`src/rtl/trap_ctrl.sv`:
```
// Trap/return sequencer: turns committed ecall, mret and enabled timer interrupts into
// mepc/mcause/mstatus write pulses followed by a held IFU redirect request.
module trap_ctrl #(
  parameter int unsigned XLEN      = 32,
  parameter int unsigned IRQ_CAUSE = 7
) (
  input  logic            i_clk,
  input  logic            i_rst,
  input  logic            i_commit_valid,
  input  logic [XLEN-1:0] i_commit_pc,
  input  logic [XLEN-1:0] i_commit_npc,
  input  logic            i_ecall,
  input  logic            i_mret,
  input  logic            i_irq,
  input  logic [XLEN-1:0] i_mtvec,
  input  logic [XLEN-1:0] i_mstatus,
  input  logic [XLEN-1:0] i_mepc,
  output logic            o_mepc_wen,
  output logic [XLEN-1:0] o_mepc_wdata,
  output logic            o_mcause_wen,
  output logic [XLEN-1:0] o_mcause_wdata,
  output logic            o_mstatus_wen,
  output logic [XLEN-1:0] o_mstatus_wdata,
  output logic            o_redir_valid,
  output logic [XLEN-1:0] o_redir_pc,
  input  logic            i_redir_ready,
  output logic            o_busy
);

  typedef enum logic [2:0] {
    IDLE      = 3'd0,
    TRAP_SAVE = 3'd1,
    TRAP_STAT = 3'd2,
    RET_STAT  = 3'd3,
    REDIR     = 3'd4
  } state_e;

  localparam logic [XLEN-1:0] ECALL_MCAUSE = XLEN'(11);
  localparam logic [XLEN-1:0] IRQ_MCAUSE   = {1'b1, (XLEN-1)'(IRQ_CAUSE)};

  state_e          state_q, state_d;
  logic [XLEN-1:0] pc_q, pc_d;
  logic [XLEN-1:0] cause_q, cause_d;
  logic [XLEN-1:0] target_q, target_d;
  logic            is_irq_q, is_irq_d;

  logic [XLEN-1:0] trap_mstatus;
  logic [XLEN-1:0] ret_mstatus;
  logic [XLEN-1:0] vec_base;
  logic [XLEN-1:0] vec_off;
  logic [XLEN-1:0] trap_target;

  // mstatus images for trap entry (stack MIE into MPIE) and mret (restore MIE from MPIE)
  always_comb begin
    trap_mstatus        = i_mstatus;
    trap_mstatus[7]     = i_mstatus[3];
    trap_mstatus[3]     = 1'b0;
    trap_mstatus[12:11] = 2'b11;

    ret_mstatus         = i_mstatus;
    ret_mstatus[3]      = i_mstatus[7];
    ret_mstatus[7]      = 1'b1;
    ret_mstatus[12:11]  = 2'b11;
  end

  // Vectored mode only offsets interrupts; the offset is cause<<2 truncated to XLEN.
  always_comb begin
    vec_base = {i_mtvec[XLEN-1:2], 2'b00};
    vec_off  = {cause_q[XLEN-4:0], 2'b00};
    if (i_mtvec[1:0] == 2'b01 && is_irq_q) begin
      trap_target = vec_base + vec_off;
    end else begin
      trap_target = vec_base;
    end
  end

  always_comb begin
    state_d         = state_q;
    pc_d            = pc_q;
    cause_d         = cause_q;
    target_d        = target_q;
    is_irq_d        = is_irq_q;
    o_mepc_wen      = 1'b0;
    o_mepc_wdata    = '0;
    o_mcause_wen    = 1'b0;
    o_mcause_wdata  = '0;
    o_mstatus_wen   = 1'b0;
    o_mstatus_wdata = '0;
    o_redir_valid   = 1'b0;
    o_redir_pc      = '0;

    unique case (state_q)
      IDLE: begin
        if (i_commit_valid) begin
          if (i_ecall) begin
            pc_d     = i_commit_pc;
            cause_d  = ECALL_MCAUSE;
            is_irq_d = 1'b0;
            state_d  = TRAP_SAVE;
          end else if (i_mret) begin
            state_d  = RET_STAT;
          end else if (i_irq && i_mstatus[3]) begin
            pc_d     = i_commit_npc;
            cause_d  = IRQ_MCAUSE;
            is_irq_d = 1'b1;
            state_d  = TRAP_SAVE;
          end
        end
      end
      TRAP_SAVE: begin
        o_mepc_wen     = 1'b1;
        o_mepc_wdata   = pc_q;
        o_mcause_wen   = 1'b1;
        o_mcause_wdata = cause_q;
        state_d        = TRAP_STAT;
      end
      TRAP_STAT: begin
        o_mstatus_wen   = 1'b1;
        o_mstatus_wdata = trap_mstatus;
        target_d        = trap_target;
        state_d         = REDIR;
      end
      RET_STAT: begin
        o_mstatus_wen   = 1'b1;
        o_mstatus_wdata = ret_mstatus;
        target_d        = i_mepc;
        state_d         = REDIR;
      end
      REDIR: begin
        o_redir_valid = 1'b1;
        o_redir_pc    = target_q;
        if (i_redir_ready) begin
          state_d = IDLE;
        end
      end
      default: state_d = IDLE;
    endcase
  end

  assign o_busy = (state_q != IDLE);

  always_ff @(posedge i_clk or posedge i_rst) begin
    if (i_rst) begin
      state_q  <= IDLE;
      pc_q     <= '0;
      cause_q  <= '0;
      target_q <= '0;
      is_irq_q <= 1'b0;
    end else begin
      state_q  <= state_d;
      pc_q     <= pc_d;
      cause_q  <= cause_d;
      target_q <= target_d;
      is_irq_q <= is_irq_d;
    end
  end

endmodule

```
`config.mk`:
```
export PLATFORM = sky130hd
export DESIGN_NAME = trap_ctrl
export DESIGN_NICKNAME = d
export VERILOG_FILES = /design/src/rtl/trap_ctrl.sv
export SDC_FILE = /design/constraint.sdc
export NUM_CORES = 1
export LEC_CHECK = 0
export ABC_AREA = 1
export BUFFER_PORTS_ARGS = -buffer_cell sky130_fd_sc_hd__buf_2
export CELL_PAD_IN_SITES_DETAIL_PLACEMENT = 1
export CELL_PAD_IN_SITES_GLOBAL_PLACEMENT = 2
export CORE_MARGIN = 5
export CORE_UTILIZATION = 20
export CTS_CLUSTER_DIAMETER = 80
export DETAILED_ROUTE_END_ITERATION = 10
export GPL_TIMING_DRIVEN = 1
export HOLD_SLACK_MARGIN = 0.15
export PLACE_DENSITY = 0.81
export SLEW_MARGIN = 20
export SYNTH_ARGS = -nofsm -noshare
export SYNTH_HDL_FRONTEND = slang
export SYNTH_SLANG_ARGS = --single-unit
```
`constraint.sdc`:
```
create_clock -name i_clk -period 2.36 [get_ports i_clk]
set_clock_uncertainty 0.05 [all_clocks]
set_input_delay 0.472 -clock i_clk [delete_from_list [all_inputs] [get_ports i_clk]]
set_output_delay 0.472 -clock i_clk [all_outputs]
set_load 0.01 [all_outputs]
```
==> impl_metrics.csv, run 1 <==
group,metric,value,unit
yosys,yosys-top-cells-area,"dfrtp_1 (33%), nand2_1 (14%), nor2_1 (12%)",
global_routing,grt_usage,14.73,%
drt,wl_per_cell,15.87,um
final_layout,drive_above_1_share,32.72,%
hold_path,hold_class,"input pin to register",
floorplan,core_area,26730,um^2
clock_network,clock_path_buffers,2,
drt,vias_per_cell,4.198,
yosys,synth_edf_count,0,
yosys,yosysMostFrequentCell,"nand2_1",
worst_setup_path,end_kind,"primary output",
yosys,yosysTopAreaCell,"dfrtp_1",
worst_setup_path,cp.arrival,1730,ps
worst_setup_path,cp_data_required_time,1840,ps
timing,rsz0062_at_grt,"false",
floorplan,die-area,30320,um^2
place,dp_slack,128.3,ps
yosys,ys_types,43,
clock_network,root_buffer,"clkbuf_16",
final_layout,fillers,3496,
timing,max_freq,445.0,MHz
final_layout,fin_nets,1249,
drt,drc,0,
timing,setup_viol_count_final,0,
final_layout,area_delta_synth_final,35.93,%
timing,tns,0,ps
worst_setup_path,r2r_setup_slack,260,ps
drt,postRouteAntennaNets,0,
global_routing,grt_pass1_vias,6253,
drt,drtPass1Iterations,4,
worst_setup_path,path_max_fanout,13,
worst_setup_path,critPathKind,"register to primary output",
place,hpwl,18.25,mm
drt,drt_iter0_markers,201,
yosys,synth_flop_cell,"dfrtp_1",
floorplan,rows,60,
worst_setup_path,cp-start-kind,"register",
yosys,postSynthCellCount,819,
outcome,status,"complete, no violations",
timing,relSlewSlack,60.73,%
drt,highest_layer,"met5",
drt,met3WireLength,1.744,mm
flow_run,maxCapViolCount,0,
floorplan,design.portCount,300,
place,numPortBuffers,270,
power_and_ir_drop,ir_drop,0.3612,mV
floorplan,die_w,174.1,um
timing,hold_viol_final,0,
global_routing,antenna_found_initial,3,
global_routing,grt_overflow_total,0,
timing,tightest_slew,588.3,ps
global_routing,grt_max_degree,44,
clock_network,numCtsBuffers,9,
timing,slew_viol_final,0,
clock_network,cts_tree,"built",
timing,layout_setup_ws,112.8,ps
yosys,ys.warnings.count,0,
floorplan,die_y,174.1,um
drt,wl_met2,10.90,mm
clock_network,path_clk_slew,60,ps
drt,vias,5978,
timing,period_share,95.22,%
final_layout,utilization,27.40,%
timing,min_period,2247,ps
yosys,synth-seq-cells,70,
yosys,syn_area,5388,um^2
yosys,seq_area_frac_synth,32.51,%
yosys,ys_top_cells_by_count,"nand2_1 (204), nor2_1 (169), inv_1 (134)",
power_and_ir_drop,leakagePower,4.249,nW
yosys,synth_async_sr_flop_share,100.0,%
place,place.gp.congestion,0.8248,
clock_network,clock-sinks,70,
global_routing,grt_pass1_wl,35.05,mm
clock_network,insertion_delay,340,ps
yosys,syn_avg_cell_area,6.578,um^2
power_and_ir_drop,power_density,977.0,nW/um^2
clock_network,htreeDepth,3,
yosys,synth_top_area_share,32.51,%
floorplan,start_util,20.16,%
drt,wl_met1,9.517,mm
drt,wirelength,22.59,mm
==> final timing paths <==
path	from	end	depth (start not counted)
setup / recovery	state_q[0]$_DFFE_PP0P_	o_mepc_wdata[28]	7
hold / removal	i_redir_ready	state_q[2]$_DFFE_PP0P_	2
setup reg to reg	cause_q[1]$_DFFE_PP0P_	target_q[26]$_DFFE_PP0P_	12
hold reg to reg	target_q[26]$_DFFE_PP0P_	target_q[26]$_DFFE_PP0P_	2
max in group asynchronous	i_rst	pc_q[7]$_DFFE_PP0P_	4
min in group asynchronous	i_rst	pc_q[25]$_DFFE_PP0P_	3
==> routing by layer <==
layer | GRT usage [%] | vias up
li1 | - | 2979
met1 | 17.68 | 2755
met2 | 25.22 | 216
met3 | 4.915 | 24
met4 | 4.091 | 4
met5 | 0 | -
==> sequential cells by signal, indices dropped and copies added, names as in the netlist <==
| name | cells |
|---|---|
| cause_q | 3 |
| pc_q | 32 |
| state_q | 3 |
| target_q | 32 |
==> cells by family after synthesis <==
group | after synthesis | synth area share, %
xor+xnor | 5 | 0.8130
fa+ha+maj | 5 | 1.301
other cells | 1 | 0.06960
buf+inv | 209 | 18.07
simple gates | 450 | 36.25
compound gates | 79 | 10.98
flops | 70 | 32.51
==> power by group <==
part           internal, W  switching [W]  total (W)
registers          0.00178       0.000247    0.00203
clock network     0.000958       0.000579    0.00154
logic              0.00130        0.00229    0.00359
==> through the flow <==
step	std cells	hold slack, ps	cell area (um^2)	total power, W
floorplan	845	398.8	5485	0.004393
global placement	1405	413.1	6950	0.005601
detailed placement	1405	415.2	6950	0.005674
CTS	1422	266.7	7301	0.007292
global route	1423	283.6	7321	0.007803
finish	1424	280.7	7323	0.007155
==> cells in the final DEF, fill, tap and decap left out, drive strengths merged <==
| cell type | instances |
|---|---|
| o22ai | 1 |
| clkinv | 4 |
| inv | 144 |
| conb | 27 |
| clkbuf | 11 |
| o21ai | 26 |
| fa | 1 |
| o211ai | 36 |
| nand2 | 211 |
| bufinv | 2 |
| a21oi | 10 |
| a21boi | 1 |
| or2 | 2 |
| ha | 4 |
| a211oi | 1 |
| nor3 | 4 |
| nand3b | 3 |
| o31ai | 1 |
| dlygate4sd3 | 1 |
| xor2 | 3 |
| dfrtp | 70 |
| o21bai | 2 |
| nand4 | 19 |
| nor2 | 177 |
| nand3 | 34 |
| buf | 284 |
| a22oi | 1 |
| xnor2 | 2 |
| diode | 1 |
==> critical path, cell delays in order (launching register included) <==
cell and delay [ps]:
dfrtp_2 440, inv_6 60, nor3_1 170, buf_4 180, inv_4 80, buf_4 180
nor2_1 110, buf_2 160
==> timing repair <==
item,in CTS,in global routing
setup endpoints to repair,34,20
endpoints found under the hold margin,21,0
buffers inserted,0,1
pin swaps,0,0
hold buffers,1,0
resized for setup,5,5
==> final cells by class <==
| class | count | area [um^2] | area share [%] |
|---|---|---|---|
| Clock inverter | 5 | 82.58 | 1.128 |
| Tap cell | 341 | 426.7 | 5.826 |
| Timing Repair Buffer | 285 | 1490 | 20.35 |
| Sequential cell | 70 | 1753 | 23.94 |
| Clock buffer | 11 | 242.7 | 3.315 |
| Inverter | 145 | 555.5 | 7.586 |
| Antenna cell | 1 | 2.502 | 0.03417 |
| Multi-Input combinational cell | 566 | 2770 | 37.83 |
Power figures use the tool's default switching activity.
==> run 2: changes to the inputs <==
--- a/config.mk
+++ b/config.mk
@@ -16,6 +16,7 @@
 export GPL_TIMING_DRIVEN = 1
 export HOLD_SLACK_MARGIN = 0.15
 export PLACE_DENSITY = 0.81
+export RECOVER_POWER = 100
 export SLEW_MARGIN = 20
 export SYNTH_ARGS = -nofsm -noshare
 export SYNTH_HDL_FRONTEND = slang
==> run 2 against run 1 <==
Global-route usage did not move. Clock-buffer cell count did not move. Total power fell by 2.9%. Critical path depth fell by 1. Largest power group unchanged. Maximum frequency rose by 0.50%. Sequential share of layout area rose by 0.77 points.
==> impl_metrics.csv, run 2 (synthesis gave the netlist of run 1 again) <==
group,metric,value,unit
floorplan,core_area,26730,um^2
drt,drt_iter0_markers,195,
clock_network,numCtsBuffers,9,
worst_setup_path,cp_data_required_time,1840,ps
clock_network,cts_tree,"built",
timing,tns,0,ps
clock_network,root_buffer,"clkbuf_16",
timing,tightest_slew,1073,ps
final_layout,fin_nets,1249,
timing,max_freq,447.2,MHz
final_layout,utilization,26.55,%
drt,highest_layer,"met5",
power_and_ir_drop,power_density,978.9,nW/um^2
final_layout,reg_top3,"pc_q: 32 flops, target_q: 32 flops",
drt,wl_met2,10.92,mm
timing,timing.hold.ws,280.9,ps
worst_setup_path,cp.arrival,1710,ps
floorplan,die-area,30320,um^2
drt,drtPass1Iterations,4,
place,place.gp.congestion,0.8248,
hold_path,min_from,"i_redir_ready",
clock_network,clock_path_buffers,2,
power_and_ir_drop,p_int,0.003875,W
global_routing,grt_overflow_total,0,
timing,min_period,2236,ps
final_layout,drive_above_1_share,23.29,%
drt,wl_per_cell,15.87,um
worst_setup_path,path_max_fanout,13,
drt,wl_met1,9.446,mm
drt,vias,5975,
final_layout,fillers,3551,
timing,setup_viol_count_final,0,
global_routing,grt_max_degree,44,
worst_setup_path,r2r_start,"cause_q[2]$_DFFE_PP0P_",
flow_run,maxCapViolCount,0,
worst_setup_path,r2r_setup_slack,200,ps
power_and_ir_drop,clkPwrFrac,22.1,%
timing,slew_viol_final,0,
power_and_ir_drop,p_sw_share,44.21,%
final_layout,final_cell_mix,"nand2_1 (205), buf_2 (176), nor2_1 (170)",
global_routing,grt_pass1_wl,35.05,mm
drt,postRouteAntennaNets,0,
worst_setup_path,timing.critical_path.from,"state_q[0]$_DFFE_PP0P_",
floorplan,rows,60,
global_routing,grt_pass1_vias,6253,
floorplan,die_y,174.1,um
clock_network,path_clk_slew,60,ps
power_and_ir_drop,switching_power,0.003071,W
hold_path,hold_class,"input pin to register",
timing,rsz0062_at_grt,"false",
place,numPortBuffers,270,
power_and_ir_drop,p_seq_share,29.2,%
power_and_ir_drop,ir_drop,0.3506,mV
drt,met3WireLength,1.803,mm
floorplan,design.portCount,300,
drt,wirelength,22.61,mm
drt,vias_per_cell,4.196,
power_and_ir_drop,leakagePower,3.828,nW
drt,drc,0,
global_routing,antenna_found_initial,3,
worst_setup_path,cp-start-kind,"register",
worst_setup_path,critPathKind,"register to primary output",
timing,hold_viol_final,0,
power_and_ir_drop,p_comb_share,48.7,%
clock_network,insertion_delay,340,ps
floorplan,start_util,20.16,%
clock_network,htreeDepth,3,
timing,period_share,94.75,%
final_layout,area_delta_synth_final,31.70,%
worst_setup_path,end_kind,"primary output",
clock_network,clock-sinks,70,
timing,relSlewSlack,28.04,%
place,hpwl,18.25,mm
floorplan,die_w,174.1,um
outcome,status,"complete, no violations",
final_layout,final_common_cell,"nand2_1",
global_routing,grt_usage,14.73,%
-- run 2: timing repair --
action | 4_1_cts | 5_1_grt
hold buffers | 1 | 0
pin swaps | 0 | 0
resized for setup | 5 | 5
hold endpoints to repair | 21 | 0
endpoints found under the setup margin | 34 | 20
setup buffers | 0 | 1
-- run 2: power by group through the flow --
stage	clock (W)	combinational [W]	sequential (W)
after detailed placement	0	0.00363	0.00204
final	0.00154	0.00338	0.00203
after floorplan	0	0.00243	0.00196
after global routing	0.00164	0.00387	0.00209
after CTS	0.00159	0.00367	0.00203
after global placement	0	0.00358	0.00202
-- run 2: per-layer routing --
metal	vias to the layer above	global-route usage, %
li1	2972	-
met1	2753	17.68
met2	222	25.22
met3	24	4.915
met4	4	4.091
met5	-	0
-- run 2: final timing paths --
kind,endpoint,depth (start not counted)
max,o_mcause_wdata[2],6
min,state_q[2]$_DFFE_PP0P_,2
max reg2reg,target_q[7]$_DFFE_PP0P_,9
min reg2reg,target_q[26]$_DFFE_PP0P_,2
max in group asynchronous,target_q[11]$_DFFE_PP0P_,4
min in group asynchronous,target_q[0]$_DFFE_PP0P_,3
-- run 2: cell type report --
cell class	instances	area [um^2]	share of cell area (%)
repair buffers	285	1370	19.31
multi-input cells	566	2663	37.52
inverters	145	555.5	7.829
clock buffers	11	242.7	3.421
diodes	1	2.502	0.03527
well taps	341	426.7	6.013
flip-flops and latches	70	1753	24.70
clock inverters	5	82.58	1.164
-- run 2: per-stage QoR --
| step | cells | power (W) | setup WS, ps | cell area, um^2 |
|---|---|---|---|---|
| global placement | 1405 | 0.005601 | 151.0 | 6950 |
| CTS | 1422 | 0.007292 | 21.27 | 7301 |
| detailed placement | 1405 | 0.005674 | 128.3 | 6950 |
| floorplan | 845 | 0.004393 | 69.79 | 5485 |
| finish | 1424 | 0.006946 | 124.0 | 7096 |
| global route | 1423 | 0.007599 | 7.359 | 7093 |
-- run 2: critical path, stage by stage (launching register included) --
cell	delay [ps]
dfrtp_2	440
inv_6	60
nor3_1	170
buf_4	170
inv_4	80
nor2_1	250
buf_2	200
==> run 3: changes to the inputs <==
--- a/config.mk
+++ b/config.mk
@@ -10,12 +10,12 @@
 export CELL_PAD_IN_SITES_DETAIL_PLACEMENT = 1
 export CELL_PAD_IN_SITES_GLOBAL_PLACEMENT = 2
 export CORE_MARGIN = 5
-export CORE_UTILIZATION = 20
+export CORE_UTILIZATION = 22
 export CTS_CLUSTER_DIAMETER = 80
 export DETAILED_ROUTE_END_ITERATION = 10
 export GPL_TIMING_DRIVEN = 1
 export HOLD_SLACK_MARGIN = 0.15
-export PLACE_DENSITY = 0.81
+export PLACE_DENSITY = 0.84
 export RECOVER_POWER = 100
 export SLEW_MARGIN = 20
 export SYNTH_ARGS = -nofsm -noshare
==> constraint.sdc (replaced) <==
create_clock -name i_clk -period 2.2 [get_ports i_clk]
set_clock_uncertainty 0.05 [all_clocks]
set_input_delay 0.44 -clock i_clk [delete_from_list [all_inputs] [get_ports i_clk]]
set_output_delay 0.44 -clock i_clk [all_outputs]
set_load 0.01 [all_outputs]
==> run 3 against run 2 <==
Die area fell by 8.6%. Routed wire length barely moved. Sequential cell count did not move. Final cell count fell by 0.77%. Total power rose by 11%.
==> impl_metrics.csv, run 3 (synthesis gave the netlist of run 1 again) <==
group,metric,value,unit
floorplan,die-area,27720,um^2
final_layout,fin_nets,1253,
place,placed_cells,1391,
floorplan,die_y,166.5,um
drt,wirelength,22.60,mm
clock_network,insertion_delay,340,ps
drt,wl_per_cell,16.00,um
worst_setup_path,timing.critical_path.from,"state_q[0]$_DFFE_PP0P_",
drt,drt_iter0_markers,209,
global_routing,use_met2,28.51,%
drt,drc,0,
worst_setup_path,cp.arrival,1650,ps
clock_network,postCtsHoldBufs,0,
worst_setup_path,r2r_setup_slack,210,ps
final_layout,multiInputGateArea,2800,um^2
hold_path,hold_class,"input pin to register",
power_and_ir_drop,leakagePower,4.252,nW
worst_setup_path,r2r_cells,12,
place,place.gp.congestion,0.8465,
global_routing,grt_pass1_wl,35.50,mm
outcome,status,"complete, no violations",
global_routing,grt_overflow_total,0,
worst_setup_path,end_kind,"primary output",
timing,max_freq,467.9,MHz
final_layout,fillers,3207,
final_layout,final_cell_mix,"buf_2 (269), nand2_1 (203), nor2_1 (165)",
power_and_ir_drop,total_power,0.007698,W
clock_network,cts_tree,"built",
timing,tightest_slew,1062,ps
floorplan,design.portCount,300,
timing,min_period,2137,ps
global_routing,grt_usage,16.16,%
drt,drtPass1Iterations,4,
clock_network,path_clk_slew,60,ps
final_layout,stdcell_count,1413,
final_layout,reg_top3,"pc_q: 32 flops, target_q: 32 flops",
global_routing,grt_pass1_vias,6438,
global_routing,antenna_found_initial,2,
clock_network,numCtsBuffers,9,
final_layout,final_common_cell,"buf_2",
global_routing,met1_usage,19.06,%
global_routing,grt_max_degree,71,
clock_network,clock_path_buffers,2,
worst_setup_path,cp_data_required_time,1710,ps
clock_network,htreeDepth,3,
timing,period_share,97.15,%
worst_setup_path,cp-endpoint,"o_redir_pc[18]",
worst_setup_path,r2r_start,"cause_q[1]$_DFFE_PP0P_",
place,hpwl,18.08,mm
power_and_ir_drop,power_density,1047,nW/um^2
floorplan,start_util,22.22,%
drt,vias_per_cell,4.163,
timing,slew_viol_final,0,
floorplan,core_area,24250,um^2
timing,setup_viol_count_final,0,
final_layout,regArea,1755,um^2
floorplan,rows,57,
place,numPortBuffers,270,
global_routing,busiest_layer,"met2",
worst_setup_path,cp-start-kind,"register",
final_layout,drive_above_1_share,33.70,%
timing,relSlewSlack,29.18,%
flow_run,maxCapViolCount,0,
worst_setup_path,critPathKind,"register to primary output",
drt,vias,5883,
final_layout,area_delta_synth_final,36.46,%
floorplan,die_w,166.5,um
worst_setup_path,worstReg2RegEnd,"target_q[26]$_DFFE_PP0P_",
worst_setup_path,path_max_fanout,16,
drt,postRouteAntennaNets,0,
clock_network,clock-sinks,70,
timing,hold_viol_final,0,
timing,timing.hold.ws,257.4,ps
global_routing,met3_usage,5.025,%
final_layout,utilization,30.32,%
clock_network,root_buffer,"clkbuf_16",
power_and_ir_drop,ir_drop,0.3725,mV
[run 3: cell types whose count changed in the layout (fill, tap and decap cells not counted), moves of 4 or more]
cell      delta
clkbuf_1    -81
buf_2       +93
clkbuf_2    -14
nor2_2       +4
nor2_1       -5
o211ai_2    +14
o211ai_1    -14
buf_4        +6
[run 3: where the power goes]
group / switching [W] / internal (W) / leakage [nW]
clock: 0.000642 / 0.000914 / 0.150
sequential: 0.000260 / 0.00191 / 0.853
combinational: 0.00250 / 0.00147 / 3.25
total: 0.00340 / 0.00430 / 4.25
[run 3: per-layer routing]
layer  vias to the layer above  routed length [um]  share of wire (%)
li1                       2971                   -                  -
met1                      2691                9427                 42
met2                       198               11140                 49
met3                        19                1630                7.2
met4                         4                 375                1.7
met5                         -                  27               0.12
[run 3: worst min path at each step]
stage | end | startpoint | cells after the start | slack, ps
after floorplan | target_q[22]$_DFFE_PP0P_ | target_q[22]$_DFFE_PP0P_ | 2 | 400
after global placement | target_q[12]$_DFFE_PP0P_ | target_q[12]$_DFFE_PP0P_ | 2 | 410
after detailed placement | target_q[23]$_DFFE_PP0P_ | target_q[23]$_DFFE_PP0P_ | 2 | 420
after CTS | pc_q[25]$_DFFE_PP0P_ | i_rst | 3 | 170
after global routing | pc_q[29]$_DFFE_PP0P_ | i_commit_npc[29] | 3 | 250
final | pc_q[29]$_DFFE_PP0P_ | i_commit_npc[29] | 3 | 260
[run 3: stage by stage]
| step | setup WS (ps) | TNS [ps] | instance area, um^2 |
|---|---|---|---|
| 6_report | 62.73 | 0 | 7352 |
| 5_1_grt | -21.35 | -91.28 | 7345 |
| 3_3_place_gp | 34.98 | 0 | 6979 |
| 2_1_floorplan | 271.3 | 0 | 5489 |
| 4_1_cts | 4.076 | 0 | 7312 |
| 3_5_place_dp | 3.797 | 0 | 6979 |
[run 3: final cells by class]
class                      instances  area share [%]
clock inverter                     5          0.7828
inverter                         145           7.590
clock buffer                      11           3.302
sequential                        70           23.88
tap                              324           5.514
antenna                            3          0.1021
timing repair buffer             289           20.75
multi-input combinational        566           38.09
[run 3: repair_timing]
item | in CTS | in global routing
resized for setup | 6 | 14
endpoints found under the hold margin | 0 | 0
gates cloned | 0 | 0
setup buffers | 2 | 1
pin swaps | 1 | 0
setup endpoints to repair | 72 | 59
[run 3: critical path, cell delays in order, from the launching register on]
cell,delay (ps)
dfrtp_2,460
nor3_4,230
inv_2,110
buf_4,210
nor2_1,130
buf_2,150
